<file path="src/rtl/fpnew_pkg.sv">
// Shared FPnew types used by the result buffer: the IEEE-754 exception flags.
package fpnew_pkg;

    // IEEE-754 exception flags, invalid-operation flag in the MSB.
    typedef struct packed {
        logic NV;
        logic DZ;
        logic OF;
        logic UF;
        logic NX;
    } status_t;

endpackage

</file>
<file path="src/rtl/fpnew_result_buffer.sv">
// In-order result FIFO that sits after an FPnew opgroup block. It also keeps
// a sticky OR of the status flags of every result it hands out.
// Optional feature: define FPNEW_RESULT_BUF_BYPASS_EN so that an incoming
// result falls through to the output in the same cycle when the buffer is empty.
module fpnew_result_buffer
    import fpnew_pkg::*;
#(
    parameter int unsigned Width   = 32,
    parameter int unsigned Depth   = 4,
    parameter type         TagType = logic
) (
    input  logic                       clk_i,
    input  logic                       rst_i,
    input  logic [Width-1:0]           in_result_i,
    input  status_t                    in_status_i,
    input  logic                       in_ext_bit_i,
    input  TagType                     in_tag_i,
    input  logic                       in_valid_i,
    output logic                       in_ready_o,
    input  logic                       flush_i,
    output logic [Width-1:0]           out_result_o,
    output status_t                    out_status_o,
    output logic                       out_ext_bit_o,
    output TagType                     out_tag_o,
    output logic                       out_valid_o,
    input  logic                       out_ready_i,
    input  logic                       clear_status_i,
    output status_t                    status_acc_o,
    output logic [$clog2(Depth):0]     usage_o,
    output logic                       busy_o
);

    localparam int unsigned AddrW = $clog2(Depth);

    typedef struct packed {
        logic [Width-1:0] result;
        status_t          status;
        logic             ext_bit;
        TagType           tag;
    } entry_t;

    entry_t           mem_q [Depth];
    entry_t           in_entry;
    entry_t           head;
    logic [AddrW-1:0] wr_ptr_q, wr_ptr_d;
    logic [AddrW-1:0] rd_ptr_q, rd_ptr_d;
    logic [AddrW:0]   usage_q, usage_d;
    status_t          acc_q, acc_d;
    status_t          pop_status;
    logic             empty, full;
    logic             push, pop, store, unload;

    assign in_entry = '{result: in_result_i, status: in_status_i,
                        ext_bit: in_ext_bit_i, tag: in_tag_i};

    assign empty      = (usage_q == '0);
    assign full       = (usage_q == (AddrW + 1)'(Depth));
    assign in_ready_o = !full;

`ifdef FPNEW_RESULT_BUF_BYPASS_EN
    assign out_valid_o = !empty || in_valid_i;
    assign head        = empty ? in_entry : mem_q[rd_ptr_q];
`else
    assign out_valid_o = !empty;
    assign head        = mem_q[rd_ptr_q];
`endif

    // A pop while empty can only be a fall-through: it consumes the incoming
    // entry, so nothing is stored and the read side does not move.
    assign push   = in_valid_i && in_ready_o && !flush_i;
    assign pop    = out_valid_o && out_ready_i && !flush_i;
    assign store  = push && !(empty && pop);
    assign unload = pop && !empty;

    assign out_result_o  = head.result;
    assign out_status_o  = head.status;
    assign out_ext_bit_o = head.ext_bit;
    assign out_tag_o     = head.tag;
    assign busy_o        = out_valid_o;
    assign usage_o       = usage_q;
    assign status_acc_o  = acc_q;

    // Next-state for pointers, fill level and sticky status.
    always_comb begin
        wr_ptr_d   = wr_ptr_q;
        rd_ptr_d   = rd_ptr_q;
        usage_d    = usage_q;
        pop_status = pop ? head.status : '0;
        acc_d      = clear_status_i ? pop_status : (acc_q | pop_status);
        if (flush_i) begin
            wr_ptr_d = '0;
            rd_ptr_d = '0;
            usage_d  = '0;
        end else begin
            if (store)  wr_ptr_d = wr_ptr_q + AddrW'(1);
            if (unload) rd_ptr_d = rd_ptr_q + AddrW'(1);
            case ({store, unload})
                2'b10:   usage_d = usage_q + (AddrW + 1)'(1);
                2'b01:   usage_d = usage_q - (AddrW + 1)'(1);
                default: usage_d = usage_q;
            endcase
        end
    end

    // Control state registers with synchronous reset.
    always_ff @(posedge clk_i) begin
        if (rst_i) begin
            wr_ptr_q <= '0;
            rd_ptr_q <= '0;
            usage_q  <= '0;
            acc_q    <= '0;
        end else begin
            wr_ptr_q <= wr_ptr_d;
            rd_ptr_q <= rd_ptr_d;
            usage_q  <= usage_d;
            acc_q    <= acc_d;
        end
    end

    // Entry storage; contents need no reset since usage gates visibility.
    always_ff @(posedge clk_i) begin
        if (store && !rst_i) mem_q[wr_ptr_q] <= in_entry;
    end

endmodule

</file>
<file path="config.mk">
export PLATFORM = sky130hd
export DESIGN_NAME = fpnew_result_buffer
export DESIGN_NICKNAME = d
export VERILOG_FILES = /design/src/rtl/fpnew_pkg.sv /design/src/rtl/fpnew_result_buffer.sv
export SDC_FILE = /design/constraint.sdc
export NUM_CORES = 1
export LEC_CHECK = 0
export ABC_AREA = 1
export CAP_MARGIN = 20
export CELL_PAD_IN_SITES_DETAIL_PLACEMENT = 2
export CELL_PAD_IN_SITES_GLOBAL_PLACEMENT = 2
export CORE_AREA = 2 2 131 133
export DETAILED_ROUTE_END_ITERATION = 12
export DIE_AREA = 0 0 133 135
export PLACE_DENSITY = 0.82
export SETUP_SLACK_MARGIN = 0.5
export SLEW_MARGIN = 20
export SYNTH_ARGS = -nofsm -noshare
export SYNTH_HDL_FRONTEND = slang
export SYNTH_SLANG_ARGS = --single-unit
</file>
<file path="constraint.sdc">
create_clock -name clk_i -period 6.8 [get_ports clk_i]
set_clock_uncertainty 0.2 [all_clocks]
set_input_delay 0.68 -clock clk_i [delete_from_list [all_inputs] [get_ports clk_i]]
set_output_delay 0.68 -clock clk_i [all_outputs]
set_load 0.01 [all_outputs]
</file>
==> summary.txt, run 1 <==
Outcome
  • Status: complete, no violations

Global route
  • Total Routing Usage GR: 0.2141
  • Largest net degree at the start of global routing: 80
  • Initial antenna violation count: 0
  • Grt ovf: 0
  • Vias in the first global route: 4828
  • First-pass GRT wire length: 28460 um

Floorplanning
  • Die H: between 100 and 150 um
  • IO Pins: 95
  • FP Rows: 47
  • Initial core utilization: 0.3962
  • Area of the core: 0.01641 mm^2
  • Die ar.: 0.01796 mm^2
  • Chip Width: 133 um

Timing
  • Period minus WS final: 3.854 ns
  • Achievable Freq: 0.2595 GHz
  • Final hold vios: 0
  • Fin crit share: 0.5668
  • Unrepaired setup endpoints after global routing: no
  • Worst Tran Pin Value: approximately 0.82 ns
  • Hold slack: 0.2740 ns
  • Slew Viols, Final: 0
  • Post-route setup TNS: 0 ns
  • Worst rel slew slack: 0.4564
  • Final setup fails: 0

Finish
  • Filler cell count: 1521
  • ANT cells: 0
  • Seq. cell area: 0.004966 mm^2
  • Synth-to-Final Area Change: 25.89%
  • Area of the multi-input gates: 0.001321 mm^2
  • Most common cell after layout, fill and taps aside: edfxtp_1
  • Most frequent cells in the layout: 156 x edfxtp_1, 94 x clkdlybuf4s50_1, 76 x nor2_1
  • Nets@finish: 623
  • Proportion of layout cells with a drive suffix above 1: 0.08034

Placed design
  • Post-detail-place hpwl: between 10000 and 15000 um
  • Port bufs: 94
  • GPL Wtd Cong: 0.7199

Route
  • 1st-iter DRT viols: 264
  • Total wire length: ~18000 um
  • Vias/cell: around 5.3
  • Remaining antenna violation count after routing: 0
  • Initial DRT Pass Iterations: 4
  • Routed length per instance: 22.50 um
  • Vias: 4229
  • DRC: 0

Worst hold path
  • Worst hold path class: flop to flop

Setup path
  • Worst Setup Start Kind: flop
  • Setup CP Type: flop to output port
  • CP max FO: 79
  • Critical Path Sink Type: output port
  • Arrival @ worst endpoint: 2.97 ns
  • Required time of the critical path: 5.92 ns

Clock tree
  • CTS resizes: 0
  • Postcts setup bufs: 0
  • Clock Tree Root: clkbuf_16
  • Cts-stage hold buffer count: 0
  • Sink Count: 170
  • Clk pin slew, worst setup/hold paths: 0.07 ns
  • Clock insertion delay at the later pin of the skew report: approximately 0.42 ns
  • Bufs on Longest Clock Path: 2
  • Htree depth: 4
  • CTS tree: yes
  • Clock buffers created by TritonCTS: 17

Synth
  • Cells after Synth: around 480
  • #FFs+latches synth: 170
  • Simple-gate share of the synthesized area: 0.08911
  • Post-synthesis mux area share: 0
  • Seq/Total Area, Yosys: 0.7637
  • Post-Synth XOR/XNOR Area: 0
  • Largest family of logic cells by synthesized area: compound AO/OA/AOI/OAI gates
  • Mapped Avg Cell Area: 13.57 um^2
  • Compound-Gate Fraction of Synth Area: 0.09681
  • Post-Syn Nets: 530
  • Synthesized area: 0.006501 mm^2
  • Post-synthesis cell type count: 21
  • Synthesis Warnings: 0
  • Synth Area in Adders: 0.01270

Power
  • Power per cell area: roughly 270 mW/mm^2
  • Leakage dissipation: 2.731 nW
  • Worst vdd ir: roughly 0.00017 V

Job
  • Max-Cap Viols: 0
-- cell families (layout without fill, tap and decap cells) --
group / after synthesis / in the layout
flops: 170 / 170
fa+ha+maj: 6 / 6
compound gates: 115 / 115
buf+inv: 45 / 151
simple gates: 143 / 143
-- critical path, stage by stage (launching register included) --
cell,delay (ns)
dfxtp_2,0.32
buf_4,0.36
inv_4,0.69
o21ai_0,0.21
o22ai_1,0.31
clkdlybuf4s50_1,0.61
-- cell type report --
cell class | count | area share
clock inverters | 15 | 0.01666
flip-flops and latches | 170 | 0.6068
inverters | 19 | 0.009020
clock buffers | 17 | 0.05198
repair buffers | 100 | 0.1205
multi-input cells | 264 | 0.1614
well taps | 220 | 0.03363
-- routing by layer --
layer  global-route usage  routed length (um)  vias up
met5                    0                   0        -
met4              0.07587                 344        0
met3              0.03679                 579       28
met2               0.3892                9618      103
met1               0.2570                7568     2171
li1                     -                   -     1927
-- state kept, by name, indices dropped and copies added, names as in the netlist, named ones only --
signal        flops
mem_q           156
usage_o           3
rd_ptr_q          2
wr_ptr_q          2
status_acc_o      5
-- synthesized netlist by cell type --
| master | count | area, um^2 |
|---|---|---|
| edfxtp_1 | 156 | 4684 |
| nor2_1 | 80 | 300.3 |
| o21ai_0 | 67 | 335.3 |
| nand2_1 | 39 | 146.4 |
| o22ai_1 | 34 | 212.7 |
| nand3_1 | 18 | 90.09 |
| inv_1 | 17 | 63.81 |
| dfxtp_1 | 14 | 280.3 |
| a21oi_1 | 9 | 45.04 |
| clkbuf_1 | 9 | 33.78 |
| buf_4 | 6 | 45.04 |
| buf_6 | 6 | 67.56 |
| and2_1 | 5 | 31.28 |
| buf_2 | 5 | 25.02 |
| ha_1 | 5 | 62.56 |
| o21ai_1 | 4 | 20.02 |
| a21oi_4 | 1 | 16.27 |
| fa_1 | 1 | 20.02 |
| inv_2 | 1 | 3.750 |
| inv_4 | 1 | 6.260 |
| nor2_4 | 1 | 11.26 |
-- final timing paths --
| check | from | to | slack, ns | depth (start not counted) |
|---|---|---|---|---|
| max | flop | out_result_o[27] | 2.95 | 5 |
| min | status_acc_o[4]$_SDFF_PP0_ | status_acc_o[4]$_SDFF_PP0_ | 0.27 | 2 |
| max reg2reg | usage_o[1]$_SDFFE_PP0P_ | mem_q[0][2]$_DFFE_PP_ | 4.41 | 5 |
| min reg2reg | status_acc_o[4]$_SDFF_PP0_ | status_acc_o[4]$_SDFF_PP0_ | 0.27 | 2 |
-- power by group --
part / internal, mW / switching (mW)
Combinational: 0.0492 / 0.0553
Sequential: 1.15 / 0.00469
Clock: 0.483 / 0.440
Total: 1.68 / 0.500
-- metrics by stage --
stage	worst slack (ns)	area (um^2)	power, mW	util	cells
after floorplan	3.358	6501	1.213	-	479
after global placement	3.498	7622	1.277	0.4646	773
after detailed placement	3.357	7622	1.284	0.4646	773
after CTS	2.905	8184	2.208	0.4988	805
after global routing	2.724	8184	2.252	0.4988	805
final	2.946	8184	2.185	0.4988	805
Note: power is estimated with default switching activity, not from simulation.
==> inputs of run 2 (changes only) <==
--- a/config.mk
+++ b/config.mk
@@ -9,10 +9,10 @@
 export CAP_MARGIN = 20
 export CELL_PAD_IN_SITES_DETAIL_PLACEMENT = 2
 export CELL_PAD_IN_SITES_GLOBAL_PLACEMENT = 2
-export CORE_AREA = 2 2 131 133
+export CORE_AREA = 2 2 142 144
 export DETAILED_ROUTE_END_ITERATION = 12
-export DIE_AREA = 0 0 133 135
-export PLACE_DENSITY = 0.82
+export DIE_AREA = 0 0 144 146
+export PLACE_DENSITY = 0.74
 export SETUP_SLACK_MARGIN = 0.5
 export SLEW_MARGIN = 20
 export SYNTH_ARGS = -nofsm -noshare
==> constraint.sdc (replaced) <==
create_clock -name clk_i -period 3.2 [get_ports clk_i]
set_clock_uncertainty 0.2 [all_clocks]
set_input_delay 0.32 -clock clk_i [delete_from_list [all_inputs] [get_ports clk_i]]
set_output_delay 0.32 -clock clk_i [all_outputs]
set_load 0.01 [all_outputs]
==> run 2 against run 1 <==
Highest routed layer unchanged. Clock power grew 110%. Clock-buffer cell count grew 2. Sequential power grew 110%. Worst setup slack lost 2.4 ns. Wire length grew 1.9%.
==> summary.txt, run 2 (synthesis results as in run 1) <==
Setup path
  • CP max FO: 40 (-49%)
  • Crit path cell chain: inv_16, buf_16, o21ai_0, o22ai_2, clkdlybuf4s50_1
  • R2R depth: 12 (+7)
  • R2r setup slk: 0.79 ns (-3.62 ns)
  • Arrival @ worst endpoint: 2.15 ns (-0.82 ns)
  • CP bufs+invs: 3 (unchanged)
  • RR Startpoint: usage_o[1]$_SDFFE_PP0P_
  • Setup CP Type: flop to output port
  • CP max-delay cell: clkdlybuf4s50_1
  • CP max stage delay: 0.51 ns (-0.18 ns)
  • Critical R2R Capture: usage_o[2]$_SDFFE_PP0P_
  • Worst Setup Start Kind: flop
  • CP top delay family: buffers and inverters
  • Critical Path Sink Type: output port
  • Required time of the critical path: 2.68 ns (-3.24 ns)

Placed design
  • Post-detail-place hpwl: 10660 um (+1.9%)
  • Setup slack after placement: 0.4986 ns (-2.859 ns)
  • GPL Wtd Cong: 0.6878 (-4.5%)
  • Port bufs: 94 (unchanged)

Finish
  • ANT cells: 0 (unchanged)
  • Filler cell count: 1881 (+24%)
  • Most frequent cells in the layout: 156 x edfxtp_1, 84 x clkdlybuf4s50_1, 76 x nor2_1
  • Nets@finish: 631 (+1.3%)
  • Synth-to-Final Area Change: 30.99%
  • Largest register FFs: 156 (unchanged)
  • Most common cell after layout, fill and taps aside: edfxtp_1
  • Top reg by flops: mem_q
  • Proportion of layout cells with a drive suffix above 1: 0.09137 (+0.01103)

Global route
  • Vias in the first global route: 4804 (-0.50%)
  • First-pass GRT wire length: 27920 um (-1.9%)
  • Largest net degree at the start of global routing: 41 (-49%)
  • Initial antenna violation count: 0 (unchanged)
  • Total Routing Usage GR: 0.1827 (-0.03138)
  • Grt ovf: 0 (unchanged)

Route
  • Total wire length: 18450 um (+1.9%)
  • Vias: 4263 (+0.80%)
  • Remaining antenna violation count after routing: 0 (unchanged)
  • DRC: 0 (unchanged)
  • Vias/cell: 4.980 (-5.2%)
  • 1st-iter DRT viols: 216 (-18%)
  • Initial DRT Pass Iterations: 4 (unchanged)
  • Routed length per instance: 21.56 um (-4.2%)

Floorplanning
  • IO Pins: 95 (unchanged)
  • Chip Width: 144 um (+8.3%)
  • Die ar.: 0.02102 mm^2 (+17%)
  • Initial core utilization: 0.3362 (-0.06000)
  • FP Rows: 51 (+8.5%)
  • Area of the core: 0.01933 mm^2 (+18%)
  • Die H: 146 um (+8.1%)

Clock tree
  • Clock insertion delay at the later pin of the skew report: 0.43 ns (about the same)
  • Htree depth: 4 (unchanged)
  • Clock buffers created by TritonCTS: 17 (unchanged)
  • CTS tree: yes
  • Bufs on Longest Clock Path: 2 (unchanged)
  • Clock Tree Root: clkbuf_16
  • Clk pin slew, worst setup/hold paths: 0.06 ns (about the same)
  • Sink Count: 170 (unchanged)
  • Cts-stage hold buffer count: 0 (unchanged)

Job
  • Max-Cap Viols: 0 (unchanged)

Timing
  • Unrepaired setup endpoints after global routing: yes
  • Slew Viols, Final: 0 (unchanged)
  • Worst Tran Pin Value: 0.4474 ns (-0.3680 ns)
  • Worst rel slew slack: 0.7009 (+0.2445)
  • Post-route setup TNS: 0 ns (unchanged)
  • Period minus WS final: 2.668 ns
  • Achievable Freq: 0.3748 GHz
  • Final setup margin: 0.5319 ns (-2.414 ns)
  • Final hold vios: 0 (unchanged)
  • Fin crit share: 0.8338
  • Final setup fails: 0 (unchanged)

Worst hold path
  • Hold Path Cell Cnt: 2 (unchanged)
  • Hold_sp: status_acc_o[0]$_SDFF_PP0_
  • Worst hold path class: flop to flop
  • WHS Endpoint: status_acc_o[0]$_SDFF_PP0_

Power
  • Worst vdd ir: 0.0003597 V (+110%)
  • Power per cell area: 543.4 mW/mm^2 (+100%)
  • Leakage dissipation: 2.908 nW (+6.5%)

Outcome
  • Status: complete, no violations
run 2: changes by cell type in the layout (fill, tap and decap cells not counted), sizes merged, moves of 3 or more:
| cell | before | now |
|---|---|---|
| clkdlybuf4s50 | 94 | 84 |
| inv | 26 | 19 |
| buf | 6 | 12 |
| dlymetal6s2s | 0 | 6 |
| dlygate4sd2 | 0 | 4 |
| clkbuf | 17 | 20 |
run 2: routing by layer:
metal	track usage	wire length, um	vias up
li1	-	-	1943
met1	0.2267	7933	2206
met2	0.3119	9669	92
met3	0.03784	568	22
met4	0.07010	279	0
met5	0	0	-
run 2: final cells by class:
type,count,area (um^2),area share
clock buffer,19,432.9,0.05084
clock inverter,11,106.4,0.01249
inverter,19,92.59,0.01087
multi-input combinational,264,1359,0.1596
sequential,170,4972,0.5839
tap,265,331.6,0.03894
timing repair buffer,108,1221,0.1434
run 2: worst max path at each step:
stage,cells after the start,to,startpoint
floorplan,3,mem_q[0][0]$_DFFE_PP_,flush_i
CTS,5,out_result_o[13],flop
finish,5,out_result_o[15],flop
detailed placement,11,usage_o[2]$_SDFFE_PP0P_,flush_i
global route,6,out_status_o[4],flop
global placement,6,mem_q[0][8]$_DFFE_PP_,rst_i
run 2: worst reg2reg max path, cell delays in order (launching register included):
cell and delay (ns):
dfxtp_1 0.34, nor2_4 0.16, nand2_1 0.12, nand2_1 0.15, nor2_1 0.05, inv_1 0.09, ha_1 0.19, inv_1 0.08
fa_1 0.41, nand2_1 0.11, nand3_1 0.11, o21ai_0 0.20, a21oi_1 0.07
run 2: per-stage QoR:
step	utilization	hold WS (ns)	std cells	total power, mW	cell area (um^2)
after floorplan	-	0.1891	479	2.578	6501
after global placement	0.4029	0.2559	821	2.722	7790
after detailed placement	0.4029	0.2739	821	2.734	7790
after CTS	0.4371	0.2836	855	4.664	8451
after global routing	0.4404	0.3090	856	4.766	8516
final	0.4404	0.2793	856	4.628	8516
run 2: report_power, final:
part           switching (mW)  internal, mW
registers              0.0101          2.45
clock network           0.815          1.12
logic                   0.117         0.111
run 2: timing repair:
| item | CTS | global route |
|---|---|---|
| setup endpoints to repair | 39 | 19 |
| setup buffers | 2 | 0 |
| cloned | 2 | 1 |
| pin swaps | 1 | 2 |
| resized for setup | 18 | 11 |
==> inputs of run 3 (changes only) <==
==> constraint.sdc (replaced) <==
create_clock -name clk_i -period 2.4 [get_ports clk_i]
set_clock_uncertainty 0.2 [all_clocks]
set_input_delay 0.24 -clock clk_i [delete_from_list [all_inputs] [get_ports clk_i]]
set_output_delay 0.24 -clock clk_i [all_outputs]
set_load 0.01 [all_outputs]
==> run 3 against run 2 <==
Register-to-register slack got worse by 0.49 ns. Sequential power increased by 33%. Combinational power rose by 70%. Via count grew 8.5%. Cell count rose by 7.9%. Hold slack worse by 0.029 ns. Final area grew 14%. Sequential cell count did not move. Wire length rose by 20%. First-iteration DRC count is 13% lower. Sequential share of layout area decreased by 7.3 points. Non-clock buffer count up 64. Largest cell class unchanged.
==> summary.txt, run 3 (synthesis results as in run 1) <==
Outcome
  • Status: complete, no violations

Clock tree
  • CTS tree: yes
  • Clock buffers created by TritonCTS: 17 (unchanged)
  • Clock insertion delay at the later pin of the skew report: 0.43 ns (about the same)
  • Clock Tree Root: clkbuf_16
  • Bufs on Longest Clock Path: 2 (unchanged)
  • Htree depth: 4 (unchanged)
  • Cts-stage hold buffer count: 0 (unchanged)
  • Clk pin slew, worst setup/hold paths: 0.07 ns (about the same)
  • Sink Count: 170 (unchanged)

Global route
  • Largest net degree at the start of global routing: 22 (-46%)
  • Grt ovf: 0 (unchanged)
  • Most used routing layer: met2
  • Grt met2 use: 0.3690 (+0.05714)
  • M3 GR Usage: 0.03685 (-0.0009872)
  • Initial antenna violation count: 1 (+1)
  • First-pass GRT wire length: 31390 um (+12%)
  • Vias in the first global route: 5186 (+8.0%)
  • GR Layer Usage met1: 0.2462 (+0.01952)
  • Total Routing Usage GR: 0.2043 (+0.02158)

Route
  • Total wire length: 22200 um (+20%)
  • Routed length per instance: 24.03 um (+11%)
  • DRC: 0 (unchanged)
  • 1st-iter DRT viols: 188 (-13%)
  • Vias/cell: 5.006 (+0.53%)
  • Vias: 4626 (+8.5%)
  • Initial DRT Pass Iterations: 6 (+2)
  • Remaining antenna violation count after routing: 0 (unchanged)

Setup path
  • CP max FO: 8 (-80%)
  • Critical Path Sink Type: output port
  • Required time of the critical path: 1.96 ns (-0.72 ns)
  • Setup CP Type: flop to output port
  • Arrival @ worst endpoint: 1.74 ns (-0.41 ns)
  • R2r setup slk: 0.30 ns (-0.49 ns)
  • Worst Setup Start Kind: flop

Power
  • Worst vdd ir: 0.0005058 V (+41%)
  • Power per cell area: 654.1 mW/mm^2 (+20%)
  • Leakage dissipation: 3.479 nW (+20%)
  • Power after layout: 6.373 mW (+38%)

Worst hold path
  • Worst hold path class: input pin to flop

Finish
  • Top reg by flops: mem_q
  • Seq. cell area: 0.004979 mm^2 (+0.13%)
  • Nets@finish: 697 (+10%)
  • Finished layout cell area: 0.009743 mm^2 (+14%)
  • Non-Filler Instances: 924 (+7.9%)
  • Area of the multi-input gates: 0.001841 mm^2 (+35%)
  • Most common cell after layout, fill and taps aside: edfxtp_1
  • Most frequent cells in the layout: 156 x edfxtp_1, 53 x nor2_1, 50 x clkdlybuf4s50_1
  • Largest register FFs: 156 (unchanged)
  • Filler cell count: 1809 (-3.8%)
  • ANT cells: 0 (unchanged)
  • Synth-to-Final Area Change: 49.87%
  • Proportion of layout cells with a drive suffix above 1: 0.4067 (+0.3153)

Timing
  • Final hold vios: 0 (unchanged)
  • Slew Viols, Final: 0 (unchanged)
  • Post-route setup TNS: 0 ns (unchanged)
  • Unrepaired setup endpoints after global routing: yes
  • Worst rel slew slack: 0.7829 (+0.08196)
  • Achievable Freq: 0.4579 GHz
  • Period minus WS final: between 2 and 2.5 ns
  • Fin crit share: 0.9099
  • Final setup fails: 0 (unchanged)
  • Worst Tran Pin Value: 0.3223 ns (-0.1251 ns)
  • Hold slack: 0.2499 ns (-0.02939 ns)

Floorplanning
  • Die ar.: 0.02102 mm^2 (unchanged)
  • IO Pins: 95 (unchanged)
  • Initial core utilization: 0.3362 (unchanged)
  • FP Rows: 51 (unchanged)
  • Area of the core: 0.01933 mm^2 (unchanged)
  • Die H: 146 um (unchanged)
  • Chip Width: 144 um (unchanged)

Job
  • Max-Cap Viols: 0 (unchanged)

Placed design
  • GPL Wtd Cong: 0.7772 (+13%)
  • Post-detail-place hpwl: 11530 um (+8.1%)
  • Dpl cell area: 0.007969 mm^2 (+2.3%)
  • Port bufs: 94 (unchanged)
  • Placed Cells: 834 (+1.6%)
==> run 3: cell types whose count changed in the layout (fill, tap and decap cells not counted), moves of 16 or more <==
cell,change
o21ai_0,-48
buf_2,+37
clkdlybuf4s50_1,-34
buf_4,+28
nor2_1,-23
o21ai_1,+22
nand2_1,-19
nor2_2,+18
o21ai_2,+16
==> run 3: layout make-up <==
cell class / count / share of cell area
multi-input cells: 264 / 0.1889
flip-flops and latches: 170 / 0.5110
clock buffers: 18 / 0.04405
clock inverters: 14 / 0.01387
well taps: 265 / 0.03403
inverters: 19 / 0.01002
repair buffers: 172 / 0.1961
repair inverters: 2 / 0.002055
==> run 3: path summary, 6_finish.rpt <==
check,endpoint,depth (start not counted),from
min,mem_q[3][37]$_DFFE_PP_,1,in_result_i[30]
min reg2reg,status_acc_o[4]$_SDFF_PP0_,2,status_acc_o[4]$_SDFF_PP0_
max,out_result_o[13],7,flop
max reg2reg,usage_o[2]$_SDFFE_PP0P_,13,usage_o[1]$_SDFFE_PP0P_
==> run 3: worst max-delay path: stages (launching register included) <==
cell       delay [ns]
dfxtp_4          0.38
buf_12           0.14
clkinv_16        0.09
buf_12           0.14
buf_16           0.14
nor2_2           0.14
o22ai_1          0.12
buf_2            0.17
==> run 3: layer usage <==
metal | vias to the layer above | part of all wire
met5 | - | 0.00068
met1 | 2432 | 0.41
met3 | 24 | 0.027
li1 | 2078 | -
met4 | 2 | 0.014
met2 | 90 | 0.54
==> run 3: power by group <==
part	internal, mW	switching, mW	leakage [nW]
combinational	0.191	0.197	1.68
clock	1.46	1.25	0.278
sequential	3.26	0.0157	1.53
==> run 3: what timing repair did <==
action                     4_1_cts  5_1_grt
pin swaps                       25       30
setup buffers                   35       11
cloned                           9        3
setup endpoints to repair       44       46
gates resized for setup        276      114
==> run 3: through the flow <==
step	util	setup WS (ns)
after floorplan	-	0.4571
after global placement	0.4122	0.1743
after detailed placement	0.4122	0.09236
after CTS	0.4727	0.2632
after global routing	0.5039	0.1608
final	0.5039	0.2163
